$ cat config.mk
export PLATFORM = sky130hd
export DESIGN_NAME = v_upd_ingress
export DESIGN_NICKNAME = d
export VERILOG_FILES = /design/src/rtl/v_pkg.sv /design/src/rtl/v_upd_fifo.sv /design/src/rtl/v_upd_ingress.sv
export SDC_FILE = /design/constraint.sdc
export NUM_CORES = 1
export LEC_CHECK = 0
export ABC_AREA = 1
export CAP_MARGIN = 20
export CORE_MARGIN = 5
export CORE_UTILIZATION = 50
export DETAILED_ROUTE_END_ITERATION = 7
export PLACE_DENSITY = 0.81
export SLEW_MARGIN = 20
export SYNTH_ARGS = -nofsm -noshare
export SYNTH_HDL_FRONTEND = slang
export SYNTH_HIERARCHICAL = 1
export SYNTH_SLANG_ARGS = --single-unit
$ cat constraint.sdc
create_clock -name clk -period 2.7 [get_ports clk]
set_clock_uncertainty 0.1 [all_clocks]
set_input_delay 0.27 -clock clk [delete_from_list [all_inputs] [get_ports clk]]
set_output_delay 0.27 -clock clk [all_outputs]
set_load 0.1 [all_outputs]
$ cat src/rtl/v_pkg.sv
`default_nettype none
// ============================================================================
// Module      : v_pkg
// Description : Shared types and constants for the v table and its update
//               ingress queue (payload fields, packed update record, sizes).
// Revision    : 1.0 - initial release
// ============================================================================
package v_pkg;

  localparam int ID_W   = 4;
  localparam int KEY_W  = 16;
  localparam int SIZE_W = 8;

  typedef logic [ID_W-1:0]   id_t;
  typedef logic [KEY_W-1:0]  key_t;
  typedef logic [SIZE_W-1:0] size_t;

  typedef enum logic [1:0] {
    CMD_ADD = 2'd0,
    CMD_SUB = 2'd1,
    CMD_SET = 2'd2,
    CMD_CLR = 2'd3
  } cmd_t;

  // Update queue depth and the number of v update-pipe stages (s1..s4)
  localparam int UPD_Q_N    = 4;
  localparam int V_HAZARD_N = 4;

  typedef struct packed {
    id_t   prod_id;
    cmd_t  cmd;
    key_t  key;
    size_t size;
  } upd_t;

endpackage
`default_nettype wire

$ cat src/rtl/v_upd_fifo.sv
`default_nettype none
// ============================================================================
// Module      : v_upd_fifo
// Description : Flop-based in-order FIFO holding pending v updates. The caller
//               guarantees no push when full and no pop when empty.
// Revision    : 1.0 - initial release
// ============================================================================
module v_upd_fifo #(
  parameter int DEPTH = 4,
  parameter int W     = 8
) (
  input  logic                     clk,
  input  logic                     rst,
  input  logic                     push_i,
  input  logic [W-1:0]             din_i,
  input  logic                     pop_i,
  output logic [W-1:0]             dout_o,
  output logic [$clog2(DEPTH):0]   occ_o
);

  localparam int PTR_W = $clog2(DEPTH);
  localparam int OCC_W = PTR_W + 1;

  logic [W-1:0]     mem_q [DEPTH];
  logic [PTR_W-1:0] wr_ptr_q, rd_ptr_q;
  logic [OCC_W-1:0] occ_q, occ_d;

  // Occupancy next-state: a simultaneous push and pop cancel out
  always_comb begin
    occ_d = occ_q;
    case ({push_i, pop_i})
      2'b10:   occ_d = occ_q + OCC_W'(1);
      2'b01:   occ_d = occ_q - OCC_W'(1);
      default: occ_d = occ_q;
    endcase
  end

  // Storage array; contents are don't-care until written, so no reset
  always_ff @(posedge clk) begin
    if (push_i) mem_q[wr_ptr_q] <= din_i;
  end

  // Pointers and occupancy; pointers wrap naturally since DEPTH is 2**PTR_W
  always_ff @(posedge clk or posedge rst) begin
    if (rst) begin
      wr_ptr_q <= '0;
      rd_ptr_q <= '0;
      occ_q    <= '0;
    end else begin
      if (push_i) wr_ptr_q <= wr_ptr_q + PTR_W'(1);
      if (pop_i)  rd_ptr_q <= rd_ptr_q + PTR_W'(1);
      occ_q <= occ_d;
    end
  end

  assign dout_o = mem_q[rd_ptr_q];
  assign occ_o  = occ_q;

endmodule
`default_nettype wire

$ cat src/rtl/v_upd_ingress.sv
`default_nettype none
// ============================================================================
// Module      : v_upd_ingress
// Description : Update queue in front of v. Issues the queue head in order,
//               holding it while v is initialising or while an update with
//               the same prod_id is still inside the v update pipe.
// Revision    : 1.0 - initial release
// ============================================================================
module v_upd_ingress
  import v_pkg::*;
#(
  parameter int DEPTH    = UPD_Q_N,
  parameter int HAZARD_N = V_HAZARD_N
) (
  input  logic                      clk,
  input  logic                      rst,
  input  logic                      i_in_vld,
  output logic                      o_in_rdy,
  input  id_t                       i_in_prod_id,
  input  cmd_t                      i_in_cmd,
  input  key_t                      i_in_key,
  input  size_t                     i_in_size,
  input  logic                      i_busy,
  output logic                      o_upd_vld_r,
  output id_t                       o_upd_prod_id_r,
  output cmd_t                      o_upd_cmd_r,
  output key_t                      o_upd_key_r,
  output size_t                     o_upd_size_r,
  output logic [$clog2(DEPTH):0]    o_occ_r,
  output logic                      o_hzd_stall_r
);

  localparam int OCC_W = $clog2(DEPTH) + 1;

  upd_t             in_upd, head;
  logic [OCC_W-1:0] occ;
  logic             push, nonempty, hazard;
  logic             upd_vld_d, hzd_stall_d;

  // Issue history: one slot per v pipe stage, slot 0 is the newest issue
  logic [HAZARD_N-1:0] hist_vld_q;
  id_t                 hist_id_q [HAZARD_N];

  upd_t upd_q;
  logic upd_vld_q, hzd_stall_q;

  assign in_upd = '{prod_id: i_in_prod_id, cmd: i_in_cmd, key: i_in_key, size: i_in_size};

  // Ready comes purely from registered occupancy, so a pop never frees a full slot early
  assign o_in_rdy = (occ != OCC_W'(DEPTH));
  assign push     = i_in_vld & o_in_rdy;
  assign nonempty = (occ != '0);

  v_upd_fifo #(
    .DEPTH (DEPTH),
    .W     ($bits(upd_t))
  ) u_fifo (
    .clk    (clk),
    .rst    (rst),
    .push_i (push),
    .din_i  (in_upd),
    .pop_i  (upd_vld_d),
    .dout_o (head),
    .occ_o  (occ)
  );

  // Hazard detect and issue decision for the queue head
  always_comb begin
    hazard = 1'b0;
    for (int k = 0; k < HAZARD_N; k++) begin
      if (hist_vld_q[k] && (hist_id_q[k] == head.prod_id)) hazard = 1'b1;
    end
    upd_vld_d   = nonempty & ~i_busy & ~hazard;
    hzd_stall_d = nonempty & hazard;
  end

  // History shifts every cycle; slot 0 records this cycle's issue (if any)
  always_ff @(posedge clk or posedge rst) begin
    if (rst) begin
      hist_vld_q <= '0;
      for (int k = 0; k < HAZARD_N; k++) hist_id_q[k] <= '0;
    end else begin
      for (int k = HAZARD_N - 1; k > 0; k--) begin
        hist_vld_q[k] <= hist_vld_q[k-1];
        hist_id_q[k]  <= hist_id_q[k-1];
      end
      hist_vld_q[0] <= upd_vld_d;
      hist_id_q[0]  <= head.prod_id;
    end
  end

  // Registered strobe/payload towards v; payload holds between issues
  always_ff @(posedge clk or posedge rst) begin
    if (rst) begin
      upd_vld_q   <= 1'b0;
      upd_q       <= '0;
      hzd_stall_q <= 1'b0;
    end else begin
      upd_vld_q   <= upd_vld_d;
      hzd_stall_q <= hzd_stall_d;
      if (upd_vld_d) upd_q <= head;
    end
  end

  assign o_upd_vld_r     = upd_vld_q;
  assign o_upd_prod_id_r = upd_q.prod_id;
  assign o_upd_cmd_r     = upd_q.cmd;
  assign o_upd_key_r     = upd_q.key;
  assign o_upd_size_r    = upd_q.size;
  assign o_occ_r         = occ;
  assign o_hzd_stall_r   = hzd_stall_q;

endmodule
`default_nettype wire

Word-level counts from Yosys, hierarchy flattened
Memories as Yosys holds them, arrays and structs flattened.
Index checks and enable logic that the tools add are counted.

operators by class
  add/subtract/negate cells = 4
  equality and inequality tests = 7
  mux-type cells = 7
  bitwise operators = 6
  reductions and logical operators = 6

operators with widths
  operator                                                                number
  4-bit equality test                                                     4
  1-bit two-way mux                                                       6
  3-bit case mux with 2 select lines                                      1
  2-bit by 1-bit adder with 2-bit output (second input constant)          2
  1-bit bitwise AND                                                       4
  1-bit logical AND                                                       4
  3-bit by 1-bit adder with 3-bit output (second input constant)          1
  3-bit != test (second input constant)                                   1
  3-bit nonzero test                                                      1
  3-bit by 1-bit subtractor with 3-bit output (second input constant)     1
  2-bit by 1-bit equality test with 1-bit output (second input constant)  1
  2-bit equality test (second input constant)                             1
  1-bit inverter                                                          2
  2-bit nonzero test                                                      1

word-level totals
  register bits = 59
  RAM bits = 120
  input port bits = 34
  word-level logic and storage cells = 45
  memories = 1

memory list
  name          depth  bits a word  read ports  clocked after Yosys merged registers in  wr ports  line              source
  u_fifo.mem_q  4      30           1           0                                        1         v_upd_fifo.sv:24  logic [W-1:0] mem_q [DEPTH];

Longest topological paths before layout
An unclocked memory read counts as a cell.

  depth in word-level cells = 11
  gate-level depth with buffers = 24
  gate-level depth less buffers = 21

By module
Netlist, hierarchy kept.

by module, submodules not included
  module         times used  cells each  area each (sq um)  sequential area each (sq um)
  v_upd_fifo     1           398         5246.3             3778.6
  v_upd_ingress  1           243         2185.8             1276.2

Worst setup path after synthesis
OpenSTA, ideal clock, no wires.

  path type = register to register
  start point = register u_fifo.occ_q[1] (netlist: u_fifo/occ_o[1])
  end point = register u_fifo.occ_q[2] (netlist: u_fifo/occ_o[2])
  setup time = 123 ps
  data arrival time = 2709 ps
  required time = 2477 ps
  setup slack = -231 ps
  cell stages (with the launch flop) = 13
  path buffers = 1
  path through = dfrtp_1 nor2_1 a21oi_1 nand3_4 buf_8 inv_1 ha_1 inv_1 fa_1 nand2_1 nand3_1 nand2_1 nand2_1

on the way
  word-level cells in the longest chain between the ends = 5
  elaborated cells between the ends (all ways) = 11

RTL lines
  what                                                                                   line                 source
  start, declared                                                                        v_upd_fifo.sv:26     logic [OCC_W-1:0] occ_q, occ_d;
  start signal, assigned                                                                 v_upd_fifo.sv:48     occ_q <= '0;
  start signal, assigned                                                                 v_upd_fifo.sv:52     occ_q <= occ_d;
  3-bit nonzero test (*)                                                                 v_upd_ingress.sv:52  assign nonempty = (occ != '0);
  1-bit bitwise AND (*) (2 in series)                                                    v_upd_ingress.sv:73  upd_vld_d = nonempty & ~i_busy & ~hazard;
  via upd_vld_d                                                                          v_upd_ingress.sv:38  logic upd_vld_d, hzd_stall_d;
  2-bit by 1-bit equality test with 1-bit output or 2-bit equality test (tied branches)  v_upd_fifo.sv:31     case ({push_i, pop_i})
  3-bit case mux with 2 select lines or 2-bit nonzero test (tied branches)               -

Mark *: on every way through the listed nets, which the timed path passes. The rest lies on a longest branch.
A chain may end at the register's enable or synchronous reset.

==> summary.md <==
| Metric | Value |
|---|---|
| Worst-path cell chain | `buf_6 -> o211ai_1 -> nand2_2 -> buf_12 -> nand2_1 -> nand2_1 -> nor2_2 -> nand3_2 -> nand2_2 -> inv_2 -> nand3_4 -> clkinv_4 -> ha_4 -> inv_4 -> fa_2 -> o21ai_1` |
| Max Cap Viol | `0` |
| Fin. Hold Viols | `0` |
| Final WL | `15.5 mm` |
| Status | `finished with violations` |
| CP Class | `flip-flop to flip-flop` |
| Yosys warning count | `6` |
| Maximum fanout along the worst path | `5` |
| Worst slack, placed | `-0.00904 ns` |
| DR iter-0 viols | `406` |
| Slowest cell on crit path | `dfrtp_4` |
| Io pins | `70` |
| Largest net degree at the start of global routing | `69` |
| Vias per Instance | `5.22` |
| Antenna Nets Post-Route | `0` |
| Clock transition at path regs | `0.06 ns` |
| Mapped Nets | `681` |
| GRT overflow | `0` |
| Post-synth top area cell | `edfxtp_1` |
| Num CTS Buffers | `17` |
| Post-route DRC | `0` |
| Hold/Removal Path Class | `flip-flop to flip-flop` |
| Nets@finish | `roughly 780` |
| Netlist cell types | `27` |
| Maximum clock rate | `approximately 0.36 GHz` |
| Layout cells sized above 1 | `22.2%` |
| Clock Latency Late Sink | `0.43 ns` |
| Drt pass-1 iters | `5` |
| Vias in the first global route | `roughly 4.9k` |
| GRT Overall Usage | `18.0%` |
| Worst Path Required | `2.95 ns` |
| Critical Path End Type | `flip-flop` |
| Core area | `0.0145 mm^2` |
| Final Setup Violations | `2` |
| Htree depth | `4` |
| Layout area overhead | `23.3%` |
| Cell Area, Synth | `0.00743 mm^2` |
| Period Utilization, post-route | `104%` |
| N_diodes | `0` |
| Full die area | `0.0174 mm^2` |
| Sink Count | `178` |
| Filler instances | `1051` |
| Critical Path AT | `3.05 ns` |
| Crit-path max cell delay | `roughly 0.53 ns` |
| Die Y | `between 100 and 150 um` |
| Yosys reg bits | `178` |
| Die X | `132 um` |
| Syn avg cell area | `around 12 um^2` |
| PnR worst setup slack | `-0.100 ns` |
| Worst slew pin tran | `around 0.7 ns` |
| Bufs on Longest Clock Path | `2` |
| Initial Utilization | `51.1%` |
| Via count | `4868` |
| Num rows | `44` |
| Worst Setup Start Kind | `flip-flop` |
| Failing checks | `negative setup slack` |
| Initial antenna violation count | `0` |
| Placer Congestion | `0.910` |
| Max-slew headroom | `53.4%` |
| First-pass GRT wire length | `about 25 mm` |
| Seq/Total Area, Yosys | `68.0%` |
| Top cell type's share of synthesized area | `roughly half` |
| Synthesized instance count | `641` |
| Root buf cell | `clkbuf_16` |
| Input/output buffers | `69` |
| TritonCTS clock tree | `done` |
| Top post-synthesis cells by area | `edfxtp_1 (48%), dfrtp_1 (20%), nand2_1 (9.0%), o211ai_1 (4.9%), inv_1 (4.6%)` |
| Unrepaired setup endpoints after global routing | `yes` |
| Avg WL per Cell | `16.7 um` |
| DP HPWL | `a little over 9 mm` |
| Post-layout minimum cycle time | `2.80 ns` |
| Slew Limit Fails | `0` |
state kept, by name (all words and copies together) (netlist names):
name	count
u_fifo/mem_q	120
hist_id_q	16
o_upd_key_r	16
o_upd_size_r	8
hist_vld_q	4
o_upd_prod_id_r	4
u_fifo/occ_o	3
o_upd_cmd_r	2
u_fifo/rd_ptr_q	2
u_fifo/wr_ptr_q	2
o_hzd_stall_r	1
Yosys cell counts, drive strengths merged:
cell type	n
nand2	197
edfxtp	120
inv	95
o211ai	60
dfrtp	58
nand3	38
buf	25
nor2	17
clkbuf	6
o21ai	6
ha	5
a21oi	3
xnor2	3
xor2	3
a21boi	2
fa	1
nand3b	1
nand4	1
worst paths after layout:
path                                    startpoint  cells after the start  slack (ns)               to
worst max-delay path            u_fifo/rd_ptr_q[0]                     16       -0.10  u_fifo/occ_o[1]
worst min-delay path                 hist_vld_q[1]                      0        0.29    hist_vld_q[2]
worst max register to register  u_fifo/rd_ptr_q[0]                     16       -0.10  u_fifo/occ_o[1]
worst min register to register       hist_vld_q[1]                      0        0.29    hist_vld_q[2]
max in group asynchronous                      rst                      4        1.34   o_upd_key_r[0]
min in group asynchronous                      rst                      3        0.55    hist_vld_q[0]
timing repair:
action	CTS	global route
pin swaps	8	20
gates resized for setup	10	18
hold buffers	1	0
setup endpoints to repair	2	2
hold endpoints to repair	7	0
buffers inserted	12	6
cell type report:
| cell class | count | area (um^2) | share of cell area [%] |
|---|---|---|---|
| flip-flops and latches | 178 | 5060 | 55.2 |
| inverters | 95 | 372 | 4.05 |
| repair buffers | 106 | 980 | 10.7 |
| multi-input cells | 337 | 1860 | 20.3 |
| clock inverters | 10 | 206 | 2.25 |
| clock buffers | 22 | 454 | 4.95 |
| well taps | 184 | 230 | 2.51 |
metrics by stage:
stage	utilization [%]	cells	setup TNS [ns]	hold slack (ns)	area, um^2
6_report	63.1	932	-0.161	0.286	9170
5_1_grt	63.1	932	-0.420	0.318	9170
4_1_cts	62.4	926	0	0.296	9070
3_5_place_dp	56.8	881	-0.00904	0.287	8260
3_3_place_gp	56.8	881	0	0.283	8260
2_1_floorplan	-	641	-0.130	-0.0267	7460
logic make-up after synthesis:
kind of cell / after synthesis / synth area share [%]
simple gates: 254 / 14.5
flops: 178 / 68.0
xor+xnor: 6 / 0.707
buf+inv: 126 / 8.06
fa+ha+maj: 6 / 1.11
compound gates: 71 / 7.61
per-layer routing:
metal	vias to the layer above	track usage, %	part of all wire [%]
met4	0	5.94	1.9
met3	25	4.05	5.5
met2	163	30.3	50
met1	2371	23.3	43
li1	2309	-	-
met5	-	0	0
critical path, delay by kind of cell, from the launching register on:
family,cells,cell delay (ns)
adder cells (fa/ha/maj),2,0.60
buffers and inverters,5,0.48
AND/OR/NAND/NOR,7,0.68
flip-flops,1,0.53
AO/OA/AOI/OAI,2,0.35
cells in the final DEF, fill, tap and decap left out, types with 2 or more instances in the layout:
cell type / instances
nand2_1: 168
edfxtp_1: 120
inv_1: 86
buf_4: 62
dfrtp_1: 55
o211ai_1: 49
nand3_1: 35
clkdlybuf4s50_1: 33
nand2_2: 28
clkbuf_16: 17
o211ai_2: 11
nor2_1: 10
nor2_2: 7
buf_12: 7
bufinv_16: 6
inv_2: 5
o21ai_1: 4
clkbuf_1: 4
ha_1: 4
clkinv_4: 3
xnor2_1: 3
xor2_1: 3
buf_6: 3
inv_4: 2
nand3_2: 2
a21boi_0: 2
a21oi_1: 2
clkinv_2: 2
dfrtp_2: 2
Power is not shown: default switching activity piles up to over one toggle a cycle in this logic, so the estimate is an artifact.
==> RTL edit (config.mk and constraints unchanged) <==
Change the package constant `V_HAZARD_N` from 4 to 8.
--- a/src/rtl/v_pkg.sv
+++ b/src/rtl/v_pkg.sv
@@ -24,7 +24,7 @@
 
   // Update queue depth and the number of v update-pipe stages (s1..s4)
   localparam int UPD_Q_N    = 4;
-  localparam int V_HAZARD_N = 4;
+  localparam int V_HAZARD_N = 8;
 
   typedef struct packed {
     id_t   prod_id;
Behaviour: not the same (a bounded check fails within 10 cycles, from zero or initial values and one cycle with rst high).
==> RTL edit against the original RTL <==
  * The run still ends with negative setup slack left
  * First-iteration DRC count increased by 24%
  * Area after synthesis grew 9.5%
  * Fmax is 7.0% lower
  * Final area increased by 8.0%
  * Sequential cell count grew 20
  * Routed wire length grew 18%
  * Worst setup slack got worse by 0.21 ns
  * Final cell count rose by 11%
  * Die area increased by 8.7%
Power is not shown: default switching activity piles up to over one toggle a cycle in this logic, so the estimate is an artifact.
==> RTL edit: results <==
# TYPE chip_impl_metric gauge
chip_impl_info{name="status",value="complete, but fails checks"} 1
chip_impl_info{name="violations",value="negative setup slack"} 1
chip_impl_metric{name="worst_case_setup_margin_in_the_final_layout",unit="ns"} -0.3119
chip_impl_metric{name="multi_input_area_share",unit="%"} 20.55
chip_impl_metric{name="num-nets-final",unit=""} 843
chip_impl_metric{name="globalplace.congestion",unit=""} 0.8273
chip_impl_metric{name="buf_share",unit="%"} 10.93
chip_impl_metric{name="multi_input_comb_area",unit="um2"} 2034
chip_impl_metric{name="global_route.usage.met3",unit="%"} 5.113
chip_impl_metric{name="dpl.cell_count",unit=""} 982
chip_impl_metric{name="synth_sequential_area_ratio",unit="%"} 68.29
chip_impl_metric{name="finalSetupViolCount",unit=""} 7
chip_impl_metric{name="route.met3.wl",unit="um"} 1166
chip_impl_metric{name="grt_first_pass_wirelength",unit="um"} 28260
chip_impl_metric{name="initialDrtViolationCount",unit=""} 505
chip_impl_metric{name="clk_share",unit="%"} 5.916
chip_impl_metric{name="detail_route.wirelength.met1",unit="um"} 7067
chip_impl_metric{name="finish.cell_count_without_fillers",unit=""} 1032
chip_impl_metric{name="groute.usage.overall",unit="%"} 19.68
chip_impl_metric{name="crit_fanout",unit=""} 7
chip_impl_metric{name="route.met2.wl",unit="um"} 9583
chip_impl_info{name="most_area_consuming_cells_after_synthesis",value="sky130_fd_sc_hd__edfxtp_1 44%, sky130_fd_sc_hd__dfrtp_1 24%, sky130_fd_sc_hd__nand2_1 9.8%"} 1
chip_impl_metric{name="transition_time_of_the_tightest_slew_check_pin",unit="ns"} 0.5508
chip_impl_metric{name="buffers",unit=""} 119
chip_impl_metric{name="ys_async_sr_fraction",unit="%"} 39.39
chip_impl_metric{name="grt_pass1_vias",unit=""} 5494
chip_impl_metric{name="grt_util_met1",unit="%"} 24.00
chip_impl_metric{name="mappedNetlistNets",unit=""} 741
chip_impl_metric{name="fillerInstances",unit=""} 1143
chip_impl_metric{name="drive_above_1_share",unit="%"} 19.98
chip_impl_metric{name="count_of_buffers_added_by_post_cts_timing_repair_for_setup",unit=""} 4
chip_impl_metric{name="cells_after_synthesis",unit=""} 701
chip_impl_metric{name="fin_setup_tns",unit="ns"} -0.6619
chip_impl_info{name="hp-class",value="input port to asynchronous set/reset pin"} 1
chip_impl_metric{name="n_multi_input_combinational_cell",unit=""} 374
## RTL edit: cell types whose count changed in the layout (fill, tap and decap cells not counted), sizes merged, moves of 4 or more
cell    delta
nand4     +30
nand3     -29
dfrtp     +20
nand2     +16
buf       +13
nor2      +11
o21ai      +6
xnor2      +5
bufinv     -4
## RTL edit: cell families (layout without fill, tap and decap cells)
group	after synthesis	count (layout)	share of synthesized area, %
AND/OR/NAND/NOR	283	283	14.70
XOR/XNOR	11	11	1.184
buffers and inverters	129	244	7.705
adder cells (fa/ha/maj)	6	6	1.015
flip-flops	198	198	68.29
AO/OA/AOI/OAI	74	74	7.105
## RTL edit: worst paths after layout
check,end,cells after the start
max in group asynchronous,o_upd_size_r[0],3
min reg2reg,hist_vld_q[2],0
min in group clk,hist_vld_q[2],0
max reg2reg,u_fifo/occ_o[2],18
min,u_fifo/wr_ptr_q[1],2
max,u_fifo/occ_o[2],18
